**config.mk**
```make
export PLATFORM = sky130hd
export DESIGN_NAME = regfile64_wb_ctrl
export DESIGN_NICKNAME = d
export VERILOG_FILES = /design/src/rtl/regfile64_pkg.sv /design/src/rtl/regfile64_wb_ctrl_wb_buf.sv /design/src/rtl/regfile64_wb_ctrl.sv
export SDC_FILE = /design/constraint.sdc
export NUM_CORES = 1
export LEC_CHECK = 0
export BUFFER_PORTS_ARGS = -buffer_cell sky130_fd_sc_hd__buf_2
export CORE_MARGIN = 2
export CORE_UTILIZATION = 51
export DETAILED_ROUTE_END_ITERATION = 10
export GPL_TIMING_DRIVEN = 1
export PLACE_DENSITY = 0.78
export SYNTH_ARGS = -nofsm -noshare
export SYNTH_HDL_FRONTEND = slang
export SYNTH_SLANG_ARGS = --single-unit
```
**constraint.sdc**
```tcl
create_clock -name clk -period 3.9 [get_ports clk]
set_input_delay 1.17 -clock clk [delete_from_list [all_inputs] [get_ports clk]]
set_output_delay 1.17 -clock clk [all_outputs]
set_load 0.05 [all_outputs]
```
**src/rtl/regfile64_pkg.sv**
```systemverilog
// Shared types and defaults for the regfile64 write-side controller.
// Widths match the attached 64-bit, 32-entry register file.
package regfile64_pkg;

  localparam int RF_DATA_W = 64;
  localparam int RF_ADDR_W = 5;

  typedef enum logic {
    ST_INIT = 1'b0,
    ST_RUN  = 1'b1
  } st_e;

  typedef enum logic {
    SRC_ALU = 1'b0,
    SRC_MEM = 1'b1
  } src_e;

endpackage

```
**src/rtl/regfile64_wb_ctrl_wb_buf.sv**
```systemverilog
// One-entry result buffer for a single producer: holds addr/data, tracks
// whether it has been passed over while its peer loaded (age).
module wb_buf
  import regfile64_pkg::*;
#(
  parameter int DATA_W = RF_DATA_W,
  parameter int ADDR_W = RF_ADDR_W
) (
  input  logic              clk,
  input  logic              reset_n,
  input  logic              en,
  input  logic              in_valid,
  output logic              in_ready,
  input  logic [ADDR_W-1:0] in_addr,
  input  logic [DATA_W-1:0] in_data,
  input  logic              gnt,
  input  logic              peer_load,
  output logic              load,
  output logic              full,
  output logic              age,
  output logic [ADDR_W-1:0] addr,
  output logic [DATA_W-1:0] data
);

  assign in_ready = en && (!full || gnt);
  assign load     = in_valid && in_ready;

  always_ff @(posedge clk or negedge reset_n) begin
    if (!reset_n) begin
      full <= 1'b0;
      age  <= 1'b0;
      addr <= '0;
      data <= '0;
    end else if (load) begin
      full <= 1'b1;
      age  <= 1'b0;
      addr <= in_addr;
      data <= in_data;
    end else if (gnt) begin
      full <= 1'b0;
      age  <= 1'b0;
    end else if (full && peer_load) begin
      // passed over while the peer took a newer result
      age  <= 1'b1;
    end
  end

endmodule

```
**src/rtl/regfile64_wb_ctrl.sv**
```systemverilog
// Write-port controller for regfile64: zero sweep after reset, then
// arbitrates buffered ALU and load results onto one write per cycle.
module regfile64_wb_ctrl
  import regfile64_pkg::*;
#(
  parameter int DATA_W  = RF_DATA_W,
  parameter int ADDR_W  = RF_ADDR_W,
  parameter int ZERO_R0 = 1
) (
  input  logic              clk,
  input  logic              reset_n,
  input  logic              alu_valid,
  output logic              alu_ready,
  input  logic [ADDR_W-1:0] alu_addr,
  input  logic [DATA_W-1:0] alu_data,
  input  logic              mem_valid,
  output logic              mem_ready,
  input  logic [ADDR_W-1:0] mem_addr,
  input  logic [DATA_W-1:0] mem_data,
  output logic              W_En,
  output logic [ADDR_W-1:0] W_Addr,
  output logic [DATA_W-1:0] WR,
  output logic              init_done
);

  st_e state_q, state_n;
  src_e ptr_q, ptr_n;
  logic [ADDR_W:0] cnt_q, cnt_n;

  logic              w_en_n;
  logic [ADDR_W-1:0] w_addr_n;
  logic [DATA_W-1:0] wr_n;
  logic              done_n;

  logic              run;
  logic              a_full, a_age, a_gnt, a_load;
  logic              m_full, m_age, m_gnt, m_load;
  logic [ADDR_W-1:0] a_addr, m_addr, sel_addr;
  logic [DATA_W-1:0] a_data, m_data, sel_data;
  logic              zero_hit;

  assign run = (state_q == ST_RUN);

  wb_buf #(.DATA_W(DATA_W), .ADDR_W(ADDR_W)) u_alu (
    .clk(clk), .reset_n(reset_n), .en(run),
    .in_valid(alu_valid), .in_ready(alu_ready),
    .in_addr(alu_addr), .in_data(alu_data),
    .gnt(a_gnt), .peer_load(m_load), .load(a_load),
    .full(a_full), .age(a_age),
    .addr(a_addr), .data(a_data)
  );

  wb_buf #(.DATA_W(DATA_W), .ADDR_W(ADDR_W)) u_mem (
    .clk(clk), .reset_n(reset_n), .en(run),
    .in_valid(mem_valid), .in_ready(mem_ready),
    .in_addr(mem_addr), .in_data(mem_data),
    .gnt(m_gnt), .peer_load(a_load), .load(m_load),
    .full(m_full), .age(m_age),
    .addr(m_addr), .data(m_data)
  );

  always_comb begin
    a_gnt = 1'b0;
    m_gnt = 1'b0;
    if (run) begin
      unique case (1'b1)
        a_full && !m_full: a_gnt = 1'b1;
        m_full && !a_full: m_gnt = 1'b1;
        a_full && m_full && (a_age != m_age): begin
          a_gnt = a_age;
          m_gnt = m_age;
        end
        a_full && m_full && (a_age == m_age): begin
          a_gnt = (ptr_q == SRC_ALU);
          m_gnt = (ptr_q == SRC_MEM);
        end
        default: ;
      endcase
    end
  end

  assign sel_addr = m_gnt ? m_addr : a_addr;
  assign sel_data = m_gnt ? m_data : a_data;
  assign zero_hit = (ZERO_R0 != 0) && (sel_addr == '0);

  always_comb begin
    state_n  = state_q;
    ptr_n    = ptr_q;
    cnt_n    = cnt_q;
    w_en_n   = 1'b0;
    w_addr_n = W_Addr;
    wr_n     = WR;
    done_n   = init_done;
    unique case (state_q)
      ST_INIT: begin
        if (cnt_q[ADDR_W]) begin
          state_n = ST_RUN;
          done_n  = 1'b1;
        end else begin
          w_en_n   = 1'b1;
          w_addr_n = cnt_q[ADDR_W-1:0];
          wr_n     = '0;
          cnt_n    = cnt_q + 1'b1;
        end
      end
      ST_RUN: begin
        if ((a_gnt || m_gnt) && !zero_hit) begin
          w_en_n   = 1'b1;
          w_addr_n = sel_addr;
          wr_n     = sel_data;
        end
        if (a_full && m_full) begin
          ptr_n = (ptr_q == SRC_ALU) ? SRC_MEM : SRC_ALU;
        end
      end
      default: state_n = ST_INIT;
    endcase
  end

  always_ff @(posedge clk or negedge reset_n) begin
    if (!reset_n) begin
      state_q   <= ST_INIT;
      ptr_q     <= SRC_ALU;
      cnt_q     <= '0;
      W_En      <= 1'b0;
      W_Addr    <= '0;
      WR        <= '0;
      init_done <= 1'b0;
    end else begin
      state_q   <= state_n;
      ptr_q     <= ptr_n;
      cnt_q     <= cnt_n;
      W_En      <= w_en_n;
      W_Addr    <= w_addr_n;
      WR        <= wr_n;
      init_done <= done_n;
    end
  end

endmodule

```
After elaboration in Yosys (flattened, before gate mapping)
Index checks and enable logic that the tools add are counted.
{"block": "totals", "wordCells": 80, "output_inout_bits": 73, "inputBits": 142, "register_bits": 221}
{"block": "classes", "eq_ne": 4, "n_mux": 29, "bitwise_logic": 3, "addsub": 1, "n_reduce_logical": 27}
{"op": "64-bit 2-to-1 mux", "n": 3}
{"op": "64-bit one-hot mux with 2 select lines", "n": 1}
{"op": "1-bit 2-to-1 mux", "n": 17}
{"op": "5-bit 2-to-1 mux", "n": 3}
{"op": "1-bit logical AND", "n": 12}
{"op": "5-bit one-hot mux with 2 select lines", "n": 1}
{"op": "2-bit AND reduction", "n": 4}
{"op": "6-bit by 1-bit adder with 6-bit output (second input constant)", "n": 1}
{"op": "6-bit 2-to-1 mux", "n": 1}
{"op": "1-bit one-hot mux with 3 select lines", "n": 2}
{"op": "3-bit nonzero test", "n": 2}
{"op": "5-bit zero test", "n": 1}
{"op": "2-bit nonzero test", "n": 2}
{"op": "1-bit zero test", "n": 3}
{"op": "1-bit logical OR", "n": 3}
{"op": "1-bit NOT", "n": 3}
{"op": "2-bit by 1-bit != test with 1-bit output (second input constant)", "n": 1}
{"op": "2-bit != test (second input constant)", "n": 1}
{"op": "1-bit one-hot mux with 2 select lines", "n": 1}
{"op": "1-bit equality test", "n": 1}
{"op": "1-bit != test", "n": 1}

Longest topological paths before layout
Gate-level depths: netlist of run 1.
{"block": "logic_depth", "word_depth": 11, "mapped_depth": 8, "depth_no_buf": 5}

Cells and area by module
Synthesis of run 1 repeated with hierarchy kept, for this count alone.
{"block": "unflattened", "cells_unflattened": 667, "hier_area_um2": 9859.5}
{"module": "wb_buf", "cells_each": 156, "seq_area_each_um2": 1776.7, "area_each_um2": 3036.7, "n_inst": 2}
{"module": "regfile64_wb_ctrl", "cells_each": 355, "seq_area_each_um2": 1976.9, "area_each_um2": 3786.1, "n_inst": 1}

Worst setup path before layout of run 1
Ideal clock, no wire load.
{"block": "synth_path", "kind": "register -> output", "startpoint": "register state_q, in the netlist run", "endpoint": "output alu_ready", "slack_ns": 1.016, "path_buffers": 2, "stages_incl_launch_ff": 5, "t_arrival_ns": 1.714, "path_cell_list": "dfrtp_1 > buf_2 > buf_1 > inv_1 > a31oi_1"}
{"block": "synth_between", "elab_chain_len": 3}
{"item": "from (decl)", "line": "regfile64_wb_ctrl.sv:26", "source": "st_e state_q, state_n;"}
{"item": "from (signal assigned)", "line": "regfile64_wb_ctrl.sv:130", "source": "state_q <= state_n;"}
{"item": "1-bit 2-to-1 mux", "line": "regfile64_wb_ctrl.sv:65", "source": "if (run) begin"}
{"item": "1-bit logical OR", "line": "regfile64_wb_ctrl_wb_buf.sv:25", "source": "assign in_ready = en && (!full || gnt);"}
{"item": "1-bit logical AND *", "line": "regfile64_wb_ctrl_wb_buf.sv:25"}
{"item": "to (decl)", "line": "regfile64_wb_ctrl.sv:13", "source": "output logic alu_ready,"}
Mark *: on every way between the ends. The rest lies on a longest branch, timed or not.

Final worst setup path of run 1
Same ends and word-level chain as after synthesis.

==> impl_metrics.env, run 1 <==
export IMPL_clock_period_minus_worst_slack_ns=3.15
export IMPL_critical_path_max_fanout=17
export IMPL_grt_max_degree=98
export IMPL_drt_iter0_drc=191
export IMPL_floorplan_die_area_sq_um=19500
export IMPL_dpl_cell_area_sq_um=10700
export IMPL_cts_setup_buffers=0
export IMPL_synth_top_cell_by_area="sky130_fd_sc_hd__dfrtp_1"
export IMPL_design_area_sq_um=11400
export IMPL_cts_resized=0
export IMPL_cap_violations=0
export IMPL_final_common_cell="sky130_fd_sc_hd__dfrtp_1"
export IMPL_remaining_drc_errors=0
export IMPL_detail_route_first_pass_iterations=4
export IMPL_routed_via_count=5966
export IMPL_grtUsageTotal_pct=20.9
export IMPL_finalClockSkew_ns=0.0136
export IMPL_synthesis_area_per_instance_sq_um=13.9
export IMPL_routedLengthMet1_microns=9000
export IMPL_finalWeightedCongestion=0.766
export IMPL_grt_first_pass_wirelength_microns=33300
export IMPL_uppermost_metal_layer_occupied_by_signal_nets="met5"
export IMPL_finalHoldViolCount=0
export IMPL_p_comb_share_pct=43.8
export IMPL_cts_sinks=221
export IMPL_seq_area_frac_synth_pct=58.9
export IMPL_finalPower_uw=10900
export IMPL_finalWorstSetupSlack_ns=0.751
export IMPL_buffers_added_on_ports=214
export IMPL_start_util_pct=52.1
export IMPL_synth_top_cell_area_share_pct=58.9
export IMPL_worstHoldPathType="flop to flop"
export IMPL_setup_tns_ns=0
export IMPL_setup_violations=0
export IMPL_layout_filler_cells=1411
export IMPL_post_cts_hold_buffer_count=0
export IMPL_synthTopCellsByArea="sky130_fd_sc_hd__dfrtp_1, sky130_fd_sc_hd__mux2_1, sky130_fd_sc_hd__mux2i_1"
export IMPL_fmaxAchievable_ghz=0.318
export IMPL_number_of_distinct_standard_cells_referenced_by_the_synthesized_netlist=43
export IMPL_pwr_share_seq_pct=35.6
export IMPL_ys_ff_latch=221
export IMPL_fin_crit_share_pct=80.7
export IMPL_status="completed"
export IMPL_wire_per_inst_microns=17.8
export IMPL_routed_wirelength_microns=20000
export IMPL_timing_max_slew_rel_slack_pct=48.7
export IMPL_cellInternalPower_uw=6460
export IMPL_syn_num_nets=817
export IMPL_timing_final_max_slew_violations=0
export IMPL_p_leak_uw=0.00591
export IMPL_synth_cell_area_sq_um=9380
export IMPL_worst_setup_path_type="flop to primary output"
export IMPL_grt_overflow_total=0
export IMPL_clk_pin_slew_worst_paths_ns=0.06
export IMPL_finalNetCount=1024
export IMPL_proportion_of_power_drawn_by_the_clock_network_pct=20.5
export IMPL_area_of_the_core_sq_um=18000
export IMPL_power_switching_uw=4450
export IMPL_floorplan_io_pins=215
export IMPL_relative_area_change_from_synthesis_to_final_layout_pct=21.9
export IMPL_critical_path_endpoint_type="primary output"
export IMPL_worst_pin_slew_ns=0.769
export IMPL_power_share_switching_pct=40.8
export IMPL_clkLatencyLatePin_ns=0.50
export IMPL_floorplan_die_width_microns=140
export IMPL_synthCells=674
export IMPL_post_route_util_pct=63.5
export IMPL_cts_buffer_depth=3
export IMPL_cts_root_buf="sky130_fd_sc_hd__clkbuf_16"
export IMPL_worst_ep_arrival_time_ns=1.98
export IMPL_mostFrequentLayoutCells="sky130_fd_sc_hd__dfrtp_1, sky130_fd_sc_hd__buf_2, sky130_fd_sc_hd__mux2_1"
export IMPL_number_of_inserted_diodes=0
export IMPL_place_worst_setup_slack_ns=1.17
export IMPL_number_of_global_route_vias_before_repair=6419
export IMPL_powerDensity_nw_per_um2=953
export IMPL_cts_inserted_buffers=23
export IMPL_peakVddDrop_mv=0.600
export IMPL_worst_ep_required_time_ns=2.73
export IMPL_drive_gt1_share_pct=30.4
export IMPL_hpwlAfterDp_microns=13000
export IMPL_viasPerCell=5.30
export IMPL_grt_antenna_before_repair=1
export IMPL_cts_tree="done"
export IMPL_detail_route_met2_wl_microns=9140
export IMPL_wl_met3_microns=1670
export IMPL_die_height_microns=140
export IMPL_h_tree_depth=1
export IMPL_grt_setup_unrepaired="no"
export IMPL_synth_yosys_warnings=0
export IMPL_antenna_violating_nets_post_route=0
export IMPL_placementRows=49
export IMPL_startpoint_class_of_the_critical_path="flop"
per-layer routing:
metal  global-route usage, %  up-vias
li1                        -     2773
met1                    29.0     2992
met2                    33.3      175
met3                    6.61       24
met4                    3.47        2
met5                       0        -
power groups by stage:
stage | sequential, uW | clock [uW] | combinational, uW
floorplan | 5110 | 0 | 2510
global placement | 3880 | 0 | 4750
detailed placement | 3930 | 0 | 4840
CTS | 3890 | 2290 | 4850
global route | 4030 | 2390 | 5140
finish | 3890 | 2240 | 4780
worst max-delay path: stages (launching register included):
cell and delay (ns):
sky130_fd_sc_hd__dfrtp_1 0.73, sky130_fd_sc_hd__inv_1 0.23, sky130_fd_sc_hd__a31oi_1 0.21, sky130_fd_sc_hd__buf_2 0.31
cell families after synthesis:
group,Yosys count,share of synthesized area [%]
compound gates,25,2.00
xor+xnor,5,0.467
fa+ha+maj,2,0.253
buf+inv,45,2.95
flops,221,58.9
mux,272,30.9
simple gates,104,4.47
flip-flops by register name, indices dropped and copies added, names as in the netlist:
register and flops:
u_alu.data 64, W_Addr 5, u_mem.age 1, W_En 1, u_alu.age 1, run 1
WR 64, init_done 1, u_alu.addr 5, ptr_q 1, u_mem.addr 5, cnt_q 6
u_alu.full 1, u_mem.data 64, u_mem.full 1
Yosys cell counts (all sizes together):
cell,instances
ha,1
and3,1
dfrtp,221
o21ai,2
a2bb2oi,1
nand4,1
nand2b,1
nand2,82
clkbuf,7
nor4,1
mux2i,129
o32ai,3
o21a,2
o22ai,2
o211ai,2
nand3b,1
o211a,1
nor3,1
or2,1
maj3,1
o2111ai,1
inv,4
nand3,1
a21o,1
nor2b,2
mux2,143
buf,34
a22o,1
a311oi,1
a31o,2
xnor2,5
nor2,11
and2,1
a21oi,4
a31oi,2
layout make-up:
cell class / instances / area [sq um] / share of cell area [%]
clock buffer: 32 / 649 / 5.68
tap: 229 / 287 / 2.50
clock inverter: 8 / 121 / 1.06
timing repair buffer: 223 / 1220 / 10.7
multi-input combinational: 408 / 3610 / 31.6
sequential: 221 / 5530 / 48.3
inverter: 4 / 15.0 / 0.131
path summary, 6_finish.rpt:
check / startpoint / to / slack [ns] / cells past startpoint
worst max-delay path: run$_DFF_PN0_ / alu_ready / 0.75 / 3
worst min-delay path: u_mem.data[58]$_DFFE_PN0P_ / u_mem.data[58]$_DFFE_PN0P_ / 0.49 / 1
worst max register to register: run$_DFF_PN0_ / WR[21]$_DFFE_PN0P_ / 1.44 / 6
worst min register to register: u_mem.data[58]$_DFFE_PN0P_ / u_mem.data[58]$_DFFE_PN0P_ / 0.49 / 1
max in group asynchronous: reset_n / u_mem.data[34]$_DFFE_PN0P_ / 2.40 / 2
min in group asynchronous: reset_n / WR[52]$_DFFE_PN0P_ / 0.65 / 1
per-stage QoR:
step                      hold WS (ns)  instances
after floorplan                  0.458        674
after global placement           0.470       1085
after detailed placement         0.469       1085
after CTS                        0.484       1125
after global routing             0.498       1125
final                            0.488       1125
Power figures use the tool's default switching activity.
==> run 2, diff against run 1 <==
==> constraint.sdc (replaced) <==
create_clock -name clk -period 3 [get_ports clk]
set_input_delay 0.9 -clock clk [delete_from_list [all_inputs] [get_ports clk]]
set_output_delay 0.9 -clock clk [all_outputs]
set_load 0.05 [all_outputs]
==> impl_metrics.env, run 2 (synthesis results as in run 1) <==
export IMPL_proportion_of_power_drawn_by_the_clock_network_pct=20.3
export IMPL_number_of_global_route_vias_before_repair=6418
export IMPL_timing_final_max_slew_violations=0
export IMPL_routed_wirelength_microns=20400
export IMPL_cts_sinks=221
export IMPL_r2r_worst_path_cells=6
export IMPL_cts_setup_buffers=0
export IMPL_mostFrequentLayoutCells="sky130_fd_sc_hd__dfrtp_1, sky130_fd_sc_hd__buf_2, sky130_fd_sc_hd__mux2_1"
export IMPL_dp_cells=1092
export IMPL_wire_per_inst_microns=17.9
export IMPL_startpoint_class_of_the_critical_path="flop"
export IMPL_cts_root_buf="sky130_fd_sc_hd__clkbuf_16"
export IMPL_p_leak_uw=0.00596
export IMPL_timing_max_slew_rel_slack_pct=45.2
export IMPL_cap_violations=0
export IMPL_clk_pin_slew_worst_paths_ns=0.06
export IMPL_finish_cell_count_without_fillers=1138
export IMPL_detail_route_first_pass_iterations=4
export IMPL_crit_cells=4
export IMPL_peakVddDrop_mv=0.794
export IMPL_start_util_pct=52.1
export IMPL_floorplan_io_pins=215
export IMPL_buffers_added_on_ports=214
export IMPL_p_comb_share_pct=44.3
export IMPL_grt_first_pass_wirelength_microns=33300
export IMPL_final_common_cell="sky130_fd_sc_hd__dfrtp_1"
export IMPL_largestRegisters="WR x64, u_alu.data x64, u_mem.data x64"
export IMPL_timing_critical_path_slowest_cell_delay_ns=0.42
export IMPL_grt_setup_unrepaired="no"
export IMPL_worst_setup_path_type="flop to primary output"
export IMPL_cts_buffer_depth=3
export IMPL_fin_crit_share_pct=93.5
export IMPL_cellInternalPower_uw=8420
export IMPL_placementRows=49
export IMPL_relative_area_change_from_synthesis_to_final_layout_pct=22.9
export IMPL_drive_gt1_share_pct=31.0
export IMPL_cts_inserted_buffers=24
export IMPL_grt_antenna_before_repair=3
export IMPL_setup_tns_ns=0
export IMPL_clkLatencyLatePin_ns=0.51
export IMPL_power_share_switching_pct=41.1
export IMPL_grt_max_degree=67
export IMPL_die_height_microns=140
export IMPL_fmaxAchievable_ghz=0.356
export IMPL_cts_resized=0
export IMPL_pwr_share_seq_pct=35.4
export IMPL_worstHoldPathType="primary input to async pin"
export IMPL_finalWeightedCongestion=0.787
export IMPL_clock_period_minus_worst_slack_ns=2.81
export IMPL_antenna_violating_nets_post_route=0
export IMPL_floorplan_die_area_sq_um=19500
export IMPL_routed_via_count=6069
export IMPL_finalClockSkew_ns=0.0185
export IMPL_critical_path_max_fanout=6
export IMPL_count_of_buffer_and_inverter_cells_on_the_critical_path=2
export IMPL_status="completed"
export IMPL_worst_ep_required_time_ns=2.10
export IMPL_drt_iter0_drc=334
export IMPL_critical_path_cell_chain="inv_2 > maj3_2 > a31oi_1 > buf_2"
export IMPL_finalNetCount=1032
export IMPL_critPathTopFamily="flip-flops"
export IMPL_floorplan_die_width_microns=140
export IMPL_remaining_drc_errors=0
export IMPL_powerDensity_nw_per_um2=1240
export IMPL_cts_tree="done"
export IMPL_worst_ep_arrival_time_ns=1.91
export IMPL_finalHoldViolCount=0
export IMPL_post_cts_hold_buffer_count=0
export IMPL_worst_pin_slew_ns=0.820
export IMPL_grt_overflow_total=0
export IMPL_hpwlAfterDp_microns=13800
export IMPL_power_switching_uw=5870
export IMPL_grtUsageTotal_pct=21.0
export IMPL_critical_path_endpoint_type="primary output"
export IMPL_setup_violations=0
export IMPL_worst_path_max_delay_cell="sky130_fd_sc_hd__dfrtp_1"
export IMPL_area_of_the_core_sq_um=18000
export IMPL_viasPerCell=5.33
export IMPL_h_tree_depth=1
## run 2: metal layers
metal / global-route usage (%) / routed length (microns) / part of all wire (%)
met1: 28.3 / 9210 / 45
met2: 34.8 / 9420 / 46
met3: 5.95 / 1490 / 7.3
met4: 3.95 / 285 / 1.4
met5: 0 / 13 / 0.064
## run 2: final timing paths
check	startpoint	endpoint	slack, ns
min in group clk	init_done$_DFFE_PN0P_	init_done$_DFFE_PN0P_	0.48
worst min-delay path	reset_n	u_mem.data[56]$_DFFE_PN0P_	0.32
worst max-delay path	u_alu.age$_DFFE_PN0P_	alu_ready	0.19
max in group asynchronous	reset_n	u_alu.data[34]$_DFFE_PN0P_	1.93
worst min register to register	init_done$_DFFE_PN0P_	init_done$_DFFE_PN0P_	0.48
worst max register to register	u_alu.full$_DFFE_PN0N_	WR[13]$_DFFE_PN0P_	0.42
## run 2: power by group through the flow
stage | sequential [uW] | combinational (uW) | clock [uW]
3_3_place_gp | 5050 | 6230 | 0
2_1_floorplan | 6640 | 3260 | 0
5_1_grt | 5220 | 6780 | 3100
3_5_place_dp | 5100 | 6420 | 0
4_1_cts | 5070 | 6420 | 2960
6_report | 5060 | 6330 | 2900
## run 2: per-stage QoR
| step | utilization (%) | setup slack [ns] | power [uW] | hold slack [ns] | instance area [sq um] |
|---|---|---|---|---|---|
| 2_1_floorplan | - | 0.386 | 9900 | 0.458 | 9380 |
| 3_3_place_gp | 59.5 | 0.573 | 11300 | 0.472 | 10700 |
| 3_5_place_dp | 59.5 | 0.462 | 11500 | 0.465 | 10700 |
| 4_1_cts | 63.9 | 0.190 | 14400 | 0.321 | 11500 |
| 5_1_grt | 63.9 | 0.124 | 15100 | 0.338 | 11500 |
| 6_report | 64.0 | 0.194 | 14300 | 0.323 | 11500 |
## run 2: worst register-to-register path: cells and delay by family, from the launching register on
family	cells	cell delay (ns)
mux	1	0.26
flops	1	0.56
simple gates	2	0.30
compound gates	2	0.94
buf+inv	1	0.43
## run 2: area by class of cell
cell class / instances / area, sq um
clock buffer: 38 / 723
antenna: 2 / 5.00
multi-input combinational: 408 / 3610
tap: 229 / 287
timing repair buffer: 230 / 1290
sequential: 221 / 5530
inverter: 4 / 15.0
fill: 1406 / 6490
clock inverter: 6 / 70.1
==> run 3, diff against run 2 <==
--- a/config.mk
+++ b/config.mk
@@ -9,7 +9,7 @@
 export CORE_MARGIN = 2
 export CORE_UTILIZATION = 51
 export DETAILED_ROUTE_END_ITERATION = 10
-export GPL_TIMING_DRIVEN = 1
+export GPL_TIMING_DRIVEN = 0
 export PLACE_DENSITY = 0.78
 export SYNTH_ARGS = -nofsm -noshare
 export SYNTH_HDL_FRONTEND = slang
==> impl_metrics.env, run 3 (synthesis results as in run 1) <==
export IMPL_die_height_microns=140
export IMPL_cts_setup_buffers=0
export IMPL_drive_gt1_share_pct=32.0
export IMPL_setup_tns_ns=0
export IMPL_floorplan_die_area_sq_um=19500
export IMPL_timing_max_slew_rel_slack_pct=47.4
export IMPL_finalHoldViolCount=0
export IMPL_antenna_violating_nets_post_route=0
export IMPL_grtUsageTotal_pct=21.0
export IMPL_timing_final_max_slew_violations=0
export IMPL_critical_path_endpoint_type="primary output"
export IMPL_number_of_global_route_vias_before_repair=6291
export IMPL_worst_pin_slew_ns=0.789
export IMPL_startpoint_class_of_the_critical_path="flop"
export IMPL_critical_path_max_fanout=6
export IMPL_crit_cells=4
export IMPL_grt_first_pass_wirelength_microns=33000
export IMPL_finalClockSkew_ns=0.00561
export IMPL_setup_violations=0
export IMPL_multi_input_area_sq_um=3580
export IMPL_r2r_worst_path_cells=8
export IMPL_wire_per_inst_microns=17.8
export IMPL_worst_path_max_delay_cell="sky130_fd_sc_hd__dfrtp_1"
export IMPL_number_of_inserted_diodes=0
export IMPL_hpwlAfterDp_microns=14100
export IMPL_placementRows=49
export IMPL_area_of_the_core_sq_um=18000
export IMPL_worst_ep_required_time_ns=2.10
export IMPL_remaining_drc_errors=0
export IMPL_largestRegisters="WR x64, u_alu.data x64, u_mem.data x64"
export IMPL_status="completed"
export IMPL_clock_period_minus_worst_slack_ns=2.71
export IMPL_mostFrequentLayoutCells="sky130_fd_sc_hd__buf_2, sky130_fd_sc_hd__dfrtp_1, sky130_fd_sc_hd__mux2_1"
export IMPL_clk_pin_slew_worst_paths_ns=0.06
export IMPL_worst_ep_arrival_time_ns=1.81
export IMPL_grt_overflow_total=0
export IMPL_cts_sinks=221
export IMPL_final_common_cell="sky130_fd_sc_hd__buf_2"
export IMPL_critPathTopFamily="flip-flops"
export IMPL_cts_root_buf="sky130_fd_sc_hd__clkbuf_16"
export IMPL_timing_critical_path_slowest_cell_delay_ns=0.43
export IMPL_clkLatencyLatePin_ns=0.50
export IMPL_peakVddDrop_mv=0.969
export IMPL_dpl_cell_area_sq_um=10800
export IMPL_viasPerCell=5.27
export IMPL_cap_violations=0
export IMPL_count_of_buffer_and_inverter_cells_on_the_critical_path=2
export IMPL_sequential_cell_area_sq_um=5530
export IMPL_critPathLaunch="u_alu.age$_DFFE_PN0P_"
export IMPL_design_area_sq_um=11600
export IMPL_fmaxAchievable_ghz=0.369
export IMPL_grt_antenna_before_repair=0
export IMPL_fin_crit_share_pct=90.4
export IMPL_grt_setup_unrepaired="no"
export IMPL_routed_wirelength_microns=20500
export IMPL_reg_to_reg_critical_path_startpoint="run$_DFF_PN0_"
export IMPL_drt_iter0_drc=228
export IMPL_worstHoldPathType="primary input to async pin"
export IMPL_buffers_added_on_ports=214
export IMPL_worst_setup_path_type="flop to primary output"
export IMPL_finalNetCount=1058
export IMPL_finalWeightedCongestion=0.776
export IMPL_relative_area_change_from_synthesis_to_final_layout_pct=23.1
export IMPL_finalHoldWorstSlack_ns=0.411
export IMPL_cts_buffer_depth=3
export IMPL_detail_route_first_pass_iterations=6
export IMPL_start_util_pct=52.1
export IMPL_layout_filler_cells=1384
export IMPL_floorplan_die_width_microns=140
export IMPL_powerDensity_nw_per_um2=1240
export IMPL_cts_tree="done"
export IMPL_cts_inserted_buffers=25
export IMPL_critical_path_cell_chain="inv_2 > maj3_2 > o21a_1 > buf_2"
export IMPL_routed_via_count=6092
export IMPL_grt_max_degree=119
export IMPL_floorplan_io_pins=215
export IMPL_p_leak_uw=0.00600
export IMPL_h_tree_depth=1
-- run 3: changes by cell type in the layout (fill, tap and decap cells not counted), moves of 2 or more --
cell / change
sky130_fd_sc_hd__diode_2: -2
sky130_fd_sc_hd__buf_2: +17
sky130_fd_sc_hd__clkbuf_1: +2
sky130_fd_sc_hd__buf_6: +7
sky130_fd_sc_hd__buf_12: -7
-- run 3: stage by stage --
stage	total power, uW	std cells	util (%)	setup slack, ns
after global routing	15100	1156	64.1	0.198
after CTS	14500	1156	64.1	0.267
after floorplan	9900	674	-	0.386
after detailed placement	11500	1118	59.8	0.518
after global placement	11300	1117	59.6	-2.79
final	14300	1156	64.1	0.287
-- run 3: final timing paths --
| check | endpoint | slack (ns) |
|---|---|---|
| max | mem_ready | 0.29 |
| max in group asynchronous | u_alu.data[14]$_DFFE_PN0P_ | 1.55 |
| min reg2reg | init_done$_DFFE_PN0P_ | 0.47 |
| max reg2reg | WR[27]$_DFFE_PN0P_ | 0.89 |
| min in group clk | init_done$_DFFE_PN0P_ | 0.47 |
| min | WR[52]$_DFFE_PN0P_ | 0.41 |
-- run 3: routing by layer --
layer	GRT usage, %	up-vias	part of all wire [%]
met5	0	-	0
met4	3.21	0	1.1
met3	6.30	22	8.1
met2	33.1	179	46
met1	29.9	3056	45
li1	-	2835	-
-- run 3: area by class of cell --
class,count,share of cell area [%]
Sequential cell,221,47.9
Inverter,4,0.130
Tap cell,229,2.48
Clock buffer,34,6.31
Timing Repair Buffer,215,9.59
Clock inverter,5,0.433
Multi-Input combinational cell,408,31.0
Buffer,40,2.23
-- run 3: where the power goes --
part,total (uW),internal [uW],switching (uW)
Sequential,5040,4340,698
Clock,2890,1760,1130
Combinational,6360,2360,4000
Total,14300,8460,5830
-- run 3: what timing repair did --
| item | 4_1_cts | 5_1_grt |
|---|---|---|
| resized for setup | 0 | 0 |
| setup endpoints to repair | 1 | 0 |
| hold buffers | 0 | 0 |
